File: src/rtl/instruction_fetch_unit.sv
// Instruction fetch unit: issues sequential word fetches to the I-cache and queues the returned words for decode.
// Optional build macro FETCH_PERF_CNT_EN adds saturating stall and dropped-response counters.
module instruction_fetch_unit #(
   parameter int                ADDR_W   = 32,
   parameter int                DATA_W   = 32,
   parameter logic [ADDR_W-1:0] RESET_PC = '0,
   parameter int                DEPTH    = 4
) (
   input  logic              clk,
   input  logic              reset,
   input  logic              redirect_valid,
   input  logic [ADDR_W-1:0] redirect_pc,
   output logic              icache_req_valid,
   input  logic              icache_req_ready,
   output logic [ADDR_W-1:0] icache_req_addr,
   input  logic              icache_resp_valid,
   input  logic [DATA_W-1:0] icache_resp_data,
   output logic              fetch_valid,
   input  logic              fetch_ready,
   output logic [DATA_W-1:0] fetch_instr,
   output logic [ADDR_W-1:0] fetch_pc
`ifdef FETCH_PERF_CNT_EN
   ,
   output logic [31:0]       perf_stall_cycles,
   output logic [31:0]       perf_dropped_resp
`endif
);

   localparam int PTR_W = $clog2(DEPTH);
   localparam int CNT_W = PTR_W + 1;
   localparam int SUM_W = CNT_W + 1;

   typedef enum logic {FETCH = 1'b0, FLUSH = 1'b1} state_t;

   // Valid/ready: a request transfers on icache_req_valid && icache_req_ready,
   // an instruction on fetch_valid && fetch_ready; responses are never stalled.
   state_t            state, next_state;
   logic              req_valid, next_req_valid;
   logic [ADDR_W-1:0] pc;
   logic [CNT_W-1:0]  outstanding, next_outstanding;
   logic [CNT_W-1:0]  drop_cnt, next_drop;
   logic [CNT_W-1:0]  fifo_count, next_fifo_count;

   logic [ADDR_W-1:0] tag_mem [DEPTH];
   logic [PTR_W-1:0]  tag_wptr, tag_rptr;
   logic [ADDR_W-1:0] pc_mem [DEPTH];
   logic [DATA_W-1:0] data_mem [DEPTH];
   logic [PTR_W-1:0]  fifo_wptr, fifo_rptr;

   logic req_fire, resp_fire, dropping, push, pop;
   logic unused_bits;

   assign unused_bits = ^redirect_pc[1:0];

   assign icache_req_valid = req_valid;
   assign icache_req_addr  = pc;
   assign fetch_valid      = (fifo_count != '0);
   assign fetch_instr      = data_mem[fifo_rptr];
   assign fetch_pc         = pc_mem[fifo_rptr];

   // A response with nothing outstanding is spurious and ignored entirely.
   assign req_fire  = req_valid && icache_req_ready;
   assign resp_fire = icache_resp_valid && (outstanding != '0);
   assign dropping  = (state == FLUSH) || redirect_valid;
   assign push      = resp_fire && !dropping;
   assign pop       = fetch_valid && fetch_ready;

   assign next_outstanding = outstanding + CNT_W'(req_fire) - CNT_W'(resp_fire);
   assign next_fifo_count  = redirect_valid ? '0
                           : fifo_count + CNT_W'(push) - CNT_W'(pop);

   always_comb begin
      next_state = state;
      next_drop  = drop_cnt;
      if (state == FETCH) begin
         if (redirect_valid) begin
            next_drop = next_outstanding;
            if (next_outstanding != '0) next_state = FLUSH;
         end
      end else begin
         next_drop = drop_cnt - CNT_W'(resp_fire);
         if (next_drop == '0) next_state = FETCH;
      end
   end

   // Credit check on the post-edge counts keeps the registered valid exact.
   assign next_req_valid = (next_state == FETCH) &&
                           ((SUM_W'(next_outstanding) + SUM_W'(next_fifo_count)) < SUM_W'(DEPTH));

   always_ff @(posedge clk or negedge reset) begin
      if (!reset) begin
         state       <= FETCH;
         req_valid   <= 1'b0;
         pc          <= RESET_PC;
         outstanding <= '0;
         drop_cnt    <= '0;
         fifo_count  <= '0;
         tag_wptr    <= '0;
         tag_rptr    <= '0;
         fifo_wptr   <= '0;
         fifo_rptr   <= '0;
         for (int i = 0; i < DEPTH; i++) begin
            tag_mem[i]  <= '0;
            pc_mem[i]   <= '0;
            data_mem[i] <= '0;
         end
      end else begin
         state       <= next_state;
         req_valid   <= next_req_valid;
         outstanding <= next_outstanding;
         drop_cnt    <= next_drop;
         fifo_count  <= next_fifo_count;

         if (redirect_valid) pc <= {redirect_pc[ADDR_W-1:2], 2'b00};
         else if (req_fire)  pc <= pc + ADDR_W'(4);

         // Tags keep flowing during a flush so dropped responses stay aligned.
         if (req_fire) begin
            tag_mem[tag_wptr] <= pc;
            tag_wptr          <= tag_wptr + 1'b1;
         end
         if (resp_fire) tag_rptr <= tag_rptr + 1'b1;

         if (redirect_valid) begin
            fifo_wptr <= '0;
            fifo_rptr <= '0;
         end else begin
            if (push) begin
               pc_mem[fifo_wptr]   <= tag_mem[tag_rptr];
               data_mem[fifo_wptr] <= icache_resp_data;
               fifo_wptr           <= fifo_wptr + 1'b1;
            end
            if (pop) fifo_rptr <= fifo_rptr + 1'b1;
         end
      end
   end

`ifdef FETCH_PERF_CNT_EN
   logic stall_evt, drop_evt;

   assign stall_evt = (req_valid && !icache_req_ready) ||
                      ((state == FETCH) &&
                       ((SUM_W'(outstanding) + SUM_W'(fifo_count)) >= SUM_W'(DEPTH)));
   assign drop_evt  = resp_fire && dropping;

   always_ff @(posedge clk or negedge reset) begin
      if (!reset) begin
         perf_stall_cycles <= '0;
         perf_dropped_resp <= '0;
      end else begin
         if (stall_evt && (perf_stall_cycles != 32'hFFFF_FFFF))
            perf_stall_cycles <= perf_stall_cycles + 32'd1;
         if (drop_evt && (perf_dropped_resp != 32'hFFFF_FFFF))
            perf_dropped_resp <= perf_dropped_resp + 32'd1;
      end
   end
`endif

endmodule

File: config.mk
export PLATFORM = sky130hd
export DESIGN_NAME = instruction_fetch_unit
export DESIGN_NICKNAME = d
export VERILOG_FILES = /design/src/rtl/instruction_fetch_unit.sv
export SDC_FILE = /design/constraint.sdc
export NUM_CORES = 1
export LEC_CHECK = 0
export BUFFER_PORTS_ARGS = -buffer_cell sky130_fd_sc_hd__buf_4
export CAP_MARGIN = 5
export CORE_ASPECT_RATIO = 1.75
export CORE_UTILIZATION = 30
export DETAILED_ROUTE_END_ITERATION = 10
export GPL_ROUTABILITY_DRIVEN = 0
export HOLD_SLACK_MARGIN = 0.02
export PLACE_DENSITY_LB_ADDON = 0.12
export SYNTH_ARGS = -nofsm -noshare
export SYNTH_HDL_FRONTEND = slang
export SYNTH_SLANG_ARGS = --single-unit
File: constraint.sdc
create_clock -name clk -period 8.2 [get_ports clk]
set_input_delay 0.41 -clock clk [delete_from_list [all_inputs] [get_ports clk]]
set_output_delay 0.41 -clock clk [all_outputs]
set_load 0.005 [all_outputs]
Word-level counts from Yosys, hierarchy flattened

Cells that the tools add are included.

Bits in registers: 435
Bits in latches: 0
RAM bits: 0
Memory bits (read-only): 0
Logic and storage cells: 93
Memories: 0

Add/sub/neg operators: 11
Multiply operators: 0
Divide/modulo/power cells: 0
Order comparisons: 7
Eq/ne operators: 0
Shifts and indexed selects: 0
Mux-type cells: 29
Bitwise operators: 6
Reduce and logical (&&, ||, !) cells: 18

Operators by type and width:

| kind                                               | number |
|---|---|
| bitwise mux 128 bit                                | 3 |
| 2-to-1 mux 32 bit                                  | 10 |
| binary-select mux 32 bit (select 2 bit)            | 3 |
| demux 32 bit (select 2 bit)                        | 2 |
| adder 32 x 3 -> 32 bit, second input constant      | 1 |
| >= comparator 3 bit, second input constant         | 4 |
| inverter 2 -> 3 bit                                | 4 |
| 2-to-1 mux 3 bit                                   | 3 |
| nonzero test 3 bit                                 | 3 |
| subtractor 3 x 1 -> 3 bit                          | 3 |
| adder 2 x 1 -> 2 bit, second input constant        | 4 |
| 2-to-1 mux 2 bit                                   | 4 |
| nonzero test 2 bit                                 | 4 |
| logical AND 1 bit                                  | 7 |
| adder 3 x 1 -> 3 bit                               | 2 |
| < comparator 3 x 1 -> 1 bit, second input constant | 2 |
| adder 3 x 3 -> 4 bit                               | 1 |
| < comparator 4 x 3 -> 1 bit, second input constant | 1 |
| 2-to-1 mux 1 bit                                   | 4 |
| logical NOT 3 bit                                  | 1 |
| inverter 1 bit                                     | 2 |
| AND reduction 2 bit                                | 1 |
| logical NOT 1 bit                                  | 1 |
| logical OR 1 bit                                   | 1 |

Depth between registers and ports, before layout

Word-level depth: 9
Mapped depth: 14

Worst setup path after synthesis

OpenSTA, ideal clock, no wires.

Kind: input to register
Start: input icache_req_ready
End: register req_valid, in the netlist icache_req_valid
Setup time: 0.099 ns
Arrival time: 2.794 ns
Path slack: 5.306 ns
Stages on the path: 11
Buffers on the path: 1
Cells stage by stage: and2_1 buf_2 inv_1 ha_1 inv_1 ha_1 fa_1 xnor3_1 ha_1 or3_1 a311oi_1

Cells in the longest elaborated chain, start to end: 9
Elaborated cells between the ends (all ways): 11

Ends and longest elaborated chain:

| element                                                                      | RTL line | text |
|---|---|---|
| start, declared                                                              | 14       | `input logic icache_req_ready,` |
| logical AND 1 bit (*)                                                        | 62       | `assign req_fire = req_valid && icache_req_ready;` |
| adder 3 x 1 -> 3 bit (*)                                                     | 68       | `assign next_outstanding = outstanding + CNT_W'(req_fire) - CNT_W'(resp_fire);` |
| subtractor 3 x 1 -> 3 bit (*)                                                | 68       |  |
| net next_outstanding[2]                                                      | 40       | `logic [CNT_W-1:0] outstanding, next_outstanding;` |
| parallel branches: the longest is 5 deep, another holds adder 3 x 3 -> 4 bit | --       |  |
| logical AND 1 bit (*)                                                        | 87       | `assign next_req_valid = (next_state == FETCH) &&` |
| net next_req_valid                                                           | 38       | `logic req_valid, next_req_valid;` |
| end signal, assigned                                                         | 109      | `req_valid <= next_req_valid;` |
| end, declared                                                                | 38       |  |

Mark *: on every way through the listed nets, which the timed path passes.
A chain may end at the register's enable or synchronous reset.

Worst setup path in the final report

Start: register fifo_rptr[0]
End: output fetch_pc[10]

Cells in the longest elaborated chain, start to end: 4

Ends and longest elaborated chain:

| element                                              | RTL line | text |
|---|---|---|
| start, declared                                      | 48       | `logic [PTR_W-1:0] fifo_wptr, fifo_rptr;` |
| start signal, assigned                               | 133      | `if (pop) fifo_rptr <= fifo_rptr + 1'b1;` |
| inverter 2 -> 3 bit (implied by the code)            | 59       | `assign fetch_pc = pc_mem[fifo_rptr];` |
| binary-select mux 32 bit (select 2 bit)              | 59       |  |
| 2-to-1 mux 32 bit (implied by the code) (2 in a row) | 59       |  |
| end, declared                                        | 21       | `output logic [ADDR_W-1:0] fetch_pc` |

Every way passes these cells. The select of a mux whose other input is x is not followed.

==> run metrics <==
total power per unit cell area 311 mW/mm²; total of endpoints with negative setup slack in the final report 0; clock sinks 417; via total after detailed routing 11.1k; count of flip-flops with a built-in enable after synthesis 0; setup bufs post-CTS 0; Fin Clk Skew 0.0113 ns; Final ANT Viol Nets 0; share of layout cells above drive strength 1 47.8%; ys async rst share 100%; leakage power of the design 0.0104 µW; synthesis warning total 0; height of the die 333 µm; antenna violations before repair 0; master cell of the clock root buffer sky130_fd_sc_hd__clkbuf_16; Max Fanout on Critical Path 33; source-to-sink clock delay at the later pin of the worst-skew pair 0.57 ns; nature of the critical path startpoint flip-flop; placed cell count 2147; type of the setup path with the least slack reg -> out; wire length of the first global-routing pass 72500 µm; adder-cell share of the synthesized area 1.35%; detailed-routing iteration count for the pre-antenna-repair pass 4; pin count of the biggest net entering global routing 168; post-synthesis area per instance 14.9 µm²; worst hold slack after final layout 0.0568 ns; cells after synthesis 1260; category of the worst setup path capture point output port; count of maximum capacitance violations 0; simple-gate area share of the yosys netlist 4.54%; Horiz. Die Dim 191 µm; final worst-path setup slack 4.65 ns; quantity of I/O buffers inserted on ports 161; diode insertion count for antenna repair 0; dpl ws 4.43 ns; share of the synthesized area in compound gates (AO/OA/AOI/OAI) 2.85%; TritonCTS clock tree yes; number of placement rows 121; setup tns final 0 ns; power consumption 6910 µW; synthesis-to-finish area growth 18.3%; share of synthesized area occupied by flip-flops and latches 55.6%; global-route usage over all layers 14.8%; 1st-iter DRT viols 385; RSZ-0062 raised after global routing no; synthesized-area fraction occupied by xor and xnor cells 1.01%; HPWL after detailed placement 28100 µm; number of global-route vias before repair 12.1k; post-synth cell types 53; post-synthesis mux area share 31.6%; measured slew at the worst slew-check pin 1.03 ns; class of the tightest hold or removal check in -> reg; I/O pin count 168; metal2 WL 23500 µm; clock edge transition at the registers on the reported setup and hold paths 0.06 ns; length of routed met3 wiring 1590 µm; H-Tree Depth 2; count of state elements after synthesis 417; post-detailed-route wirelength per cell 20.9 µm; maximum clock frequency 282 MHz; main combinational cell family by area after synthesis multiplexers; dominant synthesized flop cell sky130_fd_sc_hd__dfrtp_1; status complete, no violations; highest metal layer with signal wires met4; fraction of the cycle the final worst path needs 43.3%; Cell Area, Synth 0.0188 mm²; remaining routing DRC violations 0; Starting Density 30.3%; arrival time at the worst endpoint 3.14 ns; data required time of the critical path 7.79 ns; GR Overflow Total 0; Finished Layout Cells 2233; core box area 0.0621 mm²; Final Hold Vio Count 0; crit path time final 3.55 ns; area enclosed by the die boundary 0.0637 mm²; average via count per standard cell 4.96; number of clock buffers inserted by TritonCTS 44; count of final max-slew check failures 0; number of buffers on the longest clock path 3; relative slew slack 31.1%; fin nets 1491; met1 wire length 20200 µm; Total Wirelength 46600 µm; Worst VDD drop 0.190 mV
==> Yosys cell counts, types with 13 or more instances <==
master                     instances  area (µm²)
sky130_fd_sc_hd__buf_4            30         225
sky130_fd_sc_hd__dfrtp_1         417       10400
sky130_fd_sc_hd__nor2_1           22        82.6
sky130_fd_sc_hd__nand4_1          14        87.6
sky130_fd_sc_hd__inv_1            22        82.6
sky130_fd_sc_hd__ha_1             17         213
sky130_fd_sc_hd__clkbuf_1         25        93.8
sky130_fd_sc_hd__mux4_2           92        2070
sky130_fd_sc_hd__o21ai_0          43         215
sky130_fd_sc_hd__mux2_2          340        3830
sky130_fd_sc_hd__nand2_1          71         267
sky130_fd_sc_hd__xnor2_1          13         114
sky130_fd_sc_hd__buf_2            27         135
sky130_fd_sc_hd__nand3_1          17        85.1
==> cell usage in the layout, fill, tap and decap left out, types with 3 or more instances in the layout <==
master,instances
sky130_fd_sc_hd__dlygate4sd3_1,8
sky130_fd_sc_hd__and4_1,5
sky130_fd_sc_hd__o21ai_0,43
sky130_fd_sc_hd__clkbuf_16,44
sky130_fd_sc_hd__clkbuf_1,12
sky130_fd_sc_hd__mux4_2,92
sky130_fd_sc_hd__conb_1,4
sky130_fd_sc_hd__nor2b_1,7
sky130_fd_sc_hd__xor2_1,6
sky130_fd_sc_hd__inv_1,22
sky130_fd_sc_hd__bufinv_16,3
sky130_fd_sc_hd__nand2_4,4
sky130_fd_sc_hd__nand4_1,14
sky130_fd_sc_hd__or3_1,3
sky130_fd_sc_hd__nor2_1,22
sky130_fd_sc_hd__ha_1,17
sky130_fd_sc_hd__buf_4,174
sky130_fd_sc_hd__nor4_1,8
sky130_fd_sc_hd__nand3_1,17
sky130_fd_sc_hd__o31ai_1,4
sky130_fd_sc_hd__clkbuf_8,11
sky130_fd_sc_hd__clkinv_2,4
sky130_fd_sc_hd__mux2i_1,4
sky130_fd_sc_hd__a21oi_1,4
sky130_fd_sc_hd__xnor2_1,13
sky130_fd_sc_hd__nor3_1,7
sky130_fd_sc_hd__o311ai_0,7
sky130_fd_sc_hd__mux2_2,340
sky130_fd_sc_hd__nand2_1,67
sky130_fd_sc_hd__a221o_1,4
sky130_fd_sc_hd__a31oi_1,3
sky130_fd_sc_hd__dfrtp_1,414
==> power by group <==
group | switching, µW | internal (µW)
Combinational | 797 | 1150
Sequential | 352 | 2570
Clock | 849 | 1190
==> cells by family after synthesis <==
group / count (synthesis)
and+or+nand+nor: 172
other: 1
xor gates and xnor gates: 20
adders and majority gates: 19
DFF: 417
AOI/OAI and AO/OA: 82
muxes: 436
buffers and inverters: 113
==> what timing repair did <==
item / CTS / global route
hold endpoints to repair: 105 / 0
hold buffers: 8 / 0
resized for setup: 0 / 0
==> critical path: stages, from the launching register on <==
cell                      delay (ns)
sky130_fd_sc_hd__dfrtp_4        0.90
sky130_fd_sc_hd__buf_4          0.73
sky130_fd_sc_hd__mux4_2         0.67
sky130_fd_sc_hd__buf_4          0.17
==> metrics by stage <==
step	utilization, %	area (µm²)
4_1_cts	35.8	22200
2_1_floorplan	-	18800
6_report	35.8	22200
3_3_place_gp	33.3	20700
5_1_grt	35.8	22200
3_5_place_dp	33.3	20700
==> metal layers <==
layer	GRT usage [%]	up-vias
met5	0	-
met4	5.02	0
met3	1.98	76
met2	25.9	230
met1	18.6	5853
li1	-	4923
==> registers in the layout, summed over array words and instances (netlist names) <==
register	count
fifo_wptr	2
tag_mem	120
fifo_count	3
pc_mem	120
icache_req_addr	30
tag_rptr	2
state	1
drop_cnt	3
fifo_rptr	2
data_mem	128
tag_wptr	2
outstanding	3
icache_req_valid	1
==> final timing paths <==
path / startpoint / to / slack (ns) / cells after the start
max in group asynchronous: reset / data_mem[3] / 6.09 / 3
setup reg to reg: state / icache_req_valid / 4.82 / 12
hold / removal: redirect_pc[9] / icache_req_addr[9] / 0.06 / 3
min in group asynchronous: reset / data_mem[120] / 0.47 / 2
hold reg to reg: tag_rptr[1] / tag_rptr[1] / 0.47 / 1
setup / recovery: fifo_rptr[0] / fetch_pc[10] / 4.65 / 3
==> area by class of cell <==
| cell class | instances | area (µm²) |
|---|---|---|
| fill | 6036 | 39900 |
| sequential | 417 | 10400 |
| multi-input combinational | 733 | 7820 |
| timing repair buffer | 184 | 1420 |
| clock buffer | 67 | 1300 |
| tap | 799 | 1000 |
| clock inverter | 11 | 151 |
| inverter | 22 | 82.6 |
(Power assumes the default switching activity.)
